**config.mk**
```make
export PLATFORM = sky130hd
export DESIGN_NAME = mux_nch_reg
export DESIGN_NICKNAME = d
export VERILOG_FILES = /design/src/rtl/mux_pkg.sv /design/src/rtl/mux_nch_reg_rr_arbiter.sv /design/src/rtl/mux_nch_reg.sv
export SDC_FILE = /design/constraint.sdc
export NUM_CORES = 1
export LEC_CHECK = 0
export CORE_ASPECT_RATIO = 0.9
export CORE_UTILIZATION = 33
export CTS_CLUSTER_SIZE = 20
export DETAILED_ROUTE_END_ITERATION = 16
export GPL_ROUTABILITY_DRIVEN = 0
export GPL_TIMING_DRIVEN = 0
export PLACE_DENSITY = 0.79
export SETUP_SLACK_MARGIN = 0.1
export SYNTH_ARGS = -nofsm -noshare
export SYNTH_HDL_FRONTEND = slang
export SYNTH_SLANG_ARGS = --single-unit
```
**constraint.sdc**
```tcl
create_clock -name clk -period 1.85 [get_ports clk]
set_input_delay 0.37 -clock clk [delete_from_list [all_inputs] [get_ports clk]]
set_output_delay 0.37 -clock clk [all_outputs]
set_load 0.005 [all_outputs]
```
**src/rtl/mux_pkg.sv**
```systemverilog
// mux_pkg: shared constants, mode encoding and width helper for the
// N-channel registered multiplexer family.
package mux_pkg;

    // Largest channel count the mux family is built for.
    localparam int unsigned MUX_MAX_N = 16;

    // Channel selection modes; values match the rr_mode pin level.
    typedef enum logic {
        MODE_SEL = 1'b0,
        MODE_RR  = 1'b1
    } mux_mode_e;

    // Index width for n channels: ceil(log2(n)), never less than one bit.
    function automatic int unsigned mux_selw(input int unsigned n);
        int unsigned w;
        w = 1;
        while ((32'd1 << w) < n) begin
            w = w + 1;
        end
        return w;
    endfunction

endpackage

```
**src/rtl/mux_nch_reg_rr_arbiter.sv**
```systemverilog
// rr_arbiter: purely combinational round-robin grant. Searches the request
// vector from the pointer upward, wrapping modulo N, and returns the first
// requester as a one-hot grant plus its encoded index.
module rr_arbiter #(
    parameter int unsigned N    = 4,
    parameter int unsigned SELW = 2
) (
    input  logic [N-1:0]    req,
    input  logic [SELW-1:0] ptr,
    output logic [N-1:0]    grant,
    output logic [SELW-1:0] idx,
    output logic            any
);

    // First requester at or after ptr, wrapping past N-1 back to 0.
    always_comb begin
        int unsigned c;
        grant = '0;
        idx   = '0;
        any   = 1'b0;
        c     = 0;
        for (int unsigned k = 0; k < N; k++) begin
            c = (32'(ptr) + k) % N;
            if (!any && req[c]) begin
                any      = 1'b1;
                grant[c] = 1'b1;
                idx      = SELW'(c);
            end
        end
    end

endmodule

```
**src/rtl/mux_nch_reg.sv**
```systemverilog
// mux_nch_reg: N-channel, W-bit registered multiplexer with per-channel
// valid/ready, a one-entry output register and optional round-robin mode.
// Build option: define MUX_NCH_RR_EN to include the round-robin arbiter and
// its pointer register; without it rr_mode is ignored and the block is
// select-only.
// In round-robin mode in_ready depends combinationally on in_valid (the
// arbiter looks at the requests). In select mode it does not.
module mux_nch_reg
    import mux_pkg::*;
#(
    parameter int unsigned N    = 4,
    parameter int unsigned W    = 8,
    parameter int unsigned SELW = mux_selw(N)
) (
    input  logic            clk,
    input  logic            rst_n,
    input  logic [N*W-1:0]  in_data,
    input  logic [N-1:0]    in_valid,
    output logic [N-1:0]    in_ready,
    input  logic [SELW-1:0] sel,
    input  logic            rr_mode,
    output logic [W-1:0]    out_data,
    output logic [SELW-1:0] out_chan,
    output logic            out_valid,
    input  logic            out_ready
);

    mux_mode_e       mode;
    logic [N-1:0]    grant_sel;
    logic [N-1:0]    grant;
    logic [SELW-1:0] gidx;
    logic [W-1:0]    word;
    logic            load;
    logic            xfer;

    // Explicit select: one-hot on sel; sel >= N matches no channel.
    always_comb begin
        grant_sel = '0;
        for (int unsigned i = 0; i < N; i++) begin
            if (sel == SELW'(i)) begin
                grant_sel[i] = 1'b1;
            end
        end
    end

`ifdef MUX_NCH_RR_EN
    logic [SELW-1:0] rr_ptr;
    logic [N-1:0]    grant_rr;
    logic [SELW-1:0] idx_rr;
    logic            any_rr;

    rr_arbiter #(
        .N    (N),
        .SELW (SELW)
    ) u_rr_arbiter (
        .req   (in_valid),
        .ptr   (rr_ptr),
        .grant (grant_rr),
        .idx   (idx_rr),
        .any   (any_rr)
    );

    assign mode  = rr_mode ? MODE_RR : MODE_SEL;
    assign grant = (mode == MODE_RR) ? grant_rr : grant_sel;

    // Pointer advances past the granted channel on round-robin transfers only.
    always_ff @(posedge clk or negedge rst_n) begin
        if (!rst_n) begin
            rr_ptr <= '0;
        end else if (xfer && mode == MODE_RR) begin
            rr_ptr <= (gidx == SELW'(N-1)) ? '0 : gidx + SELW'(1);
        end
    end
`else
    logic unused_rr_mode;

    assign unused_rr_mode = rr_mode;
    assign mode           = MODE_SEL;
    assign grant          = grant_sel;
`endif

    // Encode the granted channel and route its word towards the register.
    always_comb begin
        gidx = '0;
        word = '0;
        for (int unsigned i = 0; i < N; i++) begin
            if (grant[i]) begin
                gidx = SELW'(i);
                word = in_data[i*W +: W];
            end
        end
    end

    // Register can take a word when empty or when its word leaves this cycle.
    assign load     = !out_valid || out_ready;
    assign in_ready = load ? grant : '0;
    assign xfer     = load && |(grant & in_valid);

    // One-entry output register; a simultaneous consume and load overwrites.
    always_ff @(posedge clk or negedge rst_n) begin
        if (!rst_n) begin
            out_valid <= 1'b0;
            out_data  <= '0;
            out_chan  <= '0;
        end else if (xfer) begin
            out_valid <= 1'b1;
            out_data  <= word;
            out_chan  <= gidx;
        end else if (out_ready) begin
            out_valid <= 1'b0;
        end
    end

endmodule

```
### Yosys cells after proc, flatten, opt, wreduce, memory -nomap -nowiden

Cells that the tools add are included.

* bits in writable memories: 0
* latch bits: 0
* ROM bits: 0
* memories kept: 0
* output and inout bits: 15
* input port bits: 42
* word-level logic and storage cells: 27
* register bits: 11

* div/mod/pow operators: 0
* bitwise logic cells: 1
* magnitude comparators: 0
* shift operators: 0
* add/subtract/negate cells: 0
* mux-type cells: 14
* reductions and logical operators: 6
* equality and inequality tests: 3
* multipliers: 0

Operators with widths (count)
* $mux 8: 4
* $mux 1: 7
* $and 4x4->4: 1
* $eq 2x2->1 const B: 2
* $mux 2: 2
* $mux 4: 1
* $reduce_or 4->1: 1
* $eq 2x1->1 const B: 1
* $logic_not 2->1: 1
* $reduce_bool 2->1: 1
* $logic_and 1x1->1: 1
* $logic_not 1->1: 1
* $logic_or 1x1->1: 1

### Logic depth before layout (Yosys ltp)

* depth in word-level cells: 6
* gate-level depth with buffers: 6

### Worst setup path after synthesis

OpenSTA, ideal clock, no wires.

* path type: input to register
* from: in sel[1]
* to: reg out_chan[1]
* library setup time: 0.125 ns
* setup slack: 0.312 ns
* data required time: 1.725 ns
* stages on the path: 6
* arrival: 1.413 ns
* buffers on the path: 2
* path through: buf_6 -> mux2i_1 -> nor3_2 -> o21ba_1 -> buf_6 -> mux2_4

* cells in the longest elaborated chain, start to end: 5
* elaborated cells between the ends (all ways): 13
* classes of those cells: eq/ne (3); mux (6); bitwise (1); reduce/logical (3)

Ends and longest elaborated chain
* start: declaration: RTL line mux_nch_reg.sv:20 `input logic [SELW-1:0] sel,`
* $eq 2x1->1, or another cell as far along: RTL line mux_nch_reg.sv:40 `if (sel == SELW'(i)) begin`
* $mux 1: RTL line mux_nch_reg.sv:40
* $and 4x4->4: RTL line mux_nch_reg.sv:97 `assign xfer = load && |(grant & in_valid);`
* $reduce_or 4->1: RTL line mux_nch_reg.sv:97
* $logic_and 1x1->1: RTL line mux_nch_reg.sv:97
* end signal: assignment: RTL line mux_nch_reg.sv:108 `out_chan <= gidx;`
* end: declaration: RTL line mux_nch_reg.sv:23 `output logic [SELW-1:0] out_chan,`

Several ways; a longest one is shown, not always the timed one.
A chain may end at the register's enable or synchronous reset.

### Final worst setup path

* from: reg out_valid
* to: out in_ready[2]

* cells in the longest elaborated chain, start to end: 3

Ends and longest elaborated chain
* start: declaration: RTL line mux_nch_reg.sv:24 `output logic out_valid,`
* start signal: assignment: RTL line mux_nch_reg.sv:102 `out_valid <= 1'b0;`
* start signal: assignment: RTL line mux_nch_reg.sv:106 `out_valid <= 1'b1;`
* start signal: assignment: RTL line mux_nch_reg.sv:110 `out_valid <= 1'b0;`
* $logic_not 1->1: RTL line mux_nch_reg.sv:95 `assign load = !out_valid || out_ready;`
* $logic_or 1x1->1: RTL line mux_nch_reg.sv:95
* $mux 4: RTL line mux_nch_reg.sv:96 `assign in_ready = load ? grant : '0;`
* end: declaration: RTL line mux_nch_reg.sv:19 `output logic [N-1:0] in_ready,`

No other way between the ends.

==> summary.md <==
| Metric | Value |
|---|---|
| Setup crit start kind | `flip-flop` |
| CTS tree | `yes` |
| Placeable Area | `roughly 2200 um^2` |
| Vias in the first global route | `about 650` |
| Clk pwr share | `between 10% and 20%` |
| Arr. time, crit path | `about 1300 ps` |
| Final hold vios | `0` |
| Share of post-route cells with drive strength above 1 | `27.4%` |
| Worst EP required | `~1500 ps` |
| Ant diodes | `0` |
| Clock transition at path regs | `roughly 70 ps` |
| Grt ovf | `0` |
| Synth warn | `0` |
| WL/cell | `15.8 um` |
| ANT nets after route | `0` |
| CP Cell Sequence | `nor2b_4 -> nor3b_2 -> dlygate4sd2_1` |
| Pins Over Slew Limit | `0` |
| Vias per inst | `approximately 4.8` |
| Hold Path Stages | `3` |
| CTS max path bufs | `2` |
| Reg power frac | `a little under two fifths` |
| Seq/Total Area, Yosys | `roughly 37%` |
| Worst-skew pair later-pin latency | `between 200 and 300 ps` |
| Residual DRC | `0` |
| Htree depth | `1` |
| Worst path bufs/invs | `1` |
| Period utilisation layout | `88.3%` |
| Via count | `around 640` |
| Max_cap viols | `0` |
| Initial Util | `around a third` |
| Worst reg-to-reg path cell count | `5` |
| Slowest-stage cell, CP | `dfrtp_1` |
| DRT iter0 DRCs | `5` |
| Clock Skew | `1.49 ps` |
| Synth Net Count | `slightly above 90` |
| Largest net degree at the start of global routing | `12` |
| # port buffers | `between 50 and 60` |
| Rel. slew slack | `68.1%` |
| Hold buffer count at CTS | `0` |
| Final WL | `roughly 2100 um` |
| Critical path depth | `3` |
| WHS | `~420 ps` |
| Commonest non-fill, non-tap cells in the layout | `clkdlybuf4s50_1 (48), dfrtp_1 (11), mux2_4 (9), mux4_2 (7), buf_6 (4)` |
| Outcome | `completed` |
| Leakage | `0.599 nW` |
| Clock Sinks | `11` |
| Switching pwr | `0.221 mW` |
| Synthesized area per cell | `between 15 and 20 um^2` |
| Chip Height | `between 40 and 50 um` |
| Synth Instances | `a little under 50` |
| Area Growth Syn to Fin | `81.8%` |
| Flops & latches, synth | `11` |
| Hold Crit Class | `input port to flip-flop` |
| RSZ-0062 raised after global routing | `false` |
| Synth cell types | `20` |
| Int Pwr | `0.683 mW` |
| First-pass GRT wire length | `around 3100 um` |
| PwrDens | `662 nW/um^2` |
| Crit path kind | `flip-flop to primary output` |
| Root buffer cell | `clkbuf_4` |
| CP max stage delay | `420 ps` |
| Die area | `between 2000 and 2500 um^2` |
| Slew at the pin closest to its max-slew limit | `between 400 and 500 ps` |
| Peak VDD IR | `328 uV` |
| Die W | `between 50 and 60 um` |
| Worst-path fanout max | `4` |
| Fmax | `about 610 MHz` |
| Tot Pwr | `~0.90 mW` |
| Top Ports | `57` |
| Sw Share | `24.4%` |
| Netlist Area Pre-Place | `roughly 750 um^2` |
| DR pass1 iterations | `3` |
| Final net count | `149` |
| Tmin final | `between 1500 and 2000 ps` |
| Dpl hpwl | `roughly 1700 um` |
| Rows | `16` |
| Comb pwr share | `45.3%` |
| Num CTS Buffers | `3` |
| Setup crit end kind | `primary output` |
| Global-route usage over all layers | `a little under a fifth` |
| Initial antenna violation count | `0` |
| Most common cell after layout, fill and taps aside | `clkdlybuf4s50_1` |
| Final setup viols | `0` |
| Delay-heaviest family, CP | `flip-flops` |
## through the flow
| step | setup TNS (ps) | cell area (um^2) | setup WS (ps) | util, % | std cells |
|---|---|---|---|---|---|
| final | 0 | 1370 | 217 | 63.1 | 133 |
| after detailed placement | -2200 | 1320 | -216 | 60.8 | 129 |
| after floorplan | 0 | 751 | 312 | - | 49 |
| after CTS | 0 | 1340 | 42.5 | 61.9 | 133 |
| after global routing | 0 | 1370 | 109 | 63.1 | 133 |
| after global placement | -1890 | 1320 | -177 | 60.8 | 129 |
## registers in the layout, indices dropped and copies added, names as in the netlist
register,flops
out_valid,1
out_data,8
out_chan,2
## routing by layer
layer	track usage (%)	routed length [um]
met4	10.0	15
met1	21.1	871
met3	6.15	204
met5	0	0
met2	30.5	1020
## power groups by stage
stage | Clock, mW | Combinational [mW] | Sequential, mW
finish | 0.162 | 0.409 | 0.333
global route | 0.181 | 0.437 | 0.340
CTS | 0.169 | 0.408 | 0.332
detailed placement | 0 | 0.408 | 0.337
global placement | 0 | 0.398 | 0.334
floorplan | 0 | 0.167 | 0.339
## cell usage after synthesis, drive strengths merged
master  number  share of area (%)
or2b         1                1.0
nand2        2                1.0
nand2b       1               0.83
nor2b        1               0.83
a21o         1                1.0
inv          1               0.50
clkbuf       1               0.50
o22ai        1               0.83
and3         1               0.83
mux2i        2                2.7
dfrtp       11                 37
nor2         1               0.50
mux4         8                 25
buf          4                6.0
o21ba        1                1.3
nor3         2                2.0
nor3b        1                1.0
mux2         9                 18
## worst paths after layout
path / slack (ps) / endpoint / startpoint
max in group asynchronous: 1100 / out_data[1]$_DFFE_PN0P_ / rst_n
min reg2reg: 510 / out_data[1]$_DFFE_PN0P_ / out_data[1]$_DFFE_PN0P_
min: 420 / out_chan[0]$_DFFE_PN0P_ / sel[0]
min in group asynchronous: 430 / out_data[2]$_DFFE_PN0P_ / rst_n
max reg2reg: 320 / out_data[4]$_DFFE_PN0P_ / out_valid$_DFFE_PN0P_
max: 220 / in_ready[2] / out_valid$_DFFE_PN0P_
## cell families after synthesis
logic type,share of synthesized area [%]
compound gates,3.17
buf+inv,7.00
flops,36.7
mux,45.2
simple gates,8.00
## worst min-delay path: stages
cell and delay (ps):
buf_6 120, nand2_2 70, o22ai_1 80
## area by class of cell
| class | count | area [um^2] |
|---|---|---|
| Tap cell | 27 | 33.8 |
| Buffer | 5 | 50.0 |
| Fill cell | 183 | 797 |
| Timing Repair Buffer | 53 | 531 |
| Inverter | 1 | 3.75 |
| Sequential cell | 11 | 275 |
| Clock buffer | 4 | 26.3 |
| Multi-Input combinational cell | 32 | 445 |
## timing repair
item	in CTS	in global routing
gates resized for setup	5	8
endpoints found under the setup margin	4	13
setup buffers	0	0
gates cloned	0	0
pin swaps	0	0
Power figures use the tool's default switching activity.
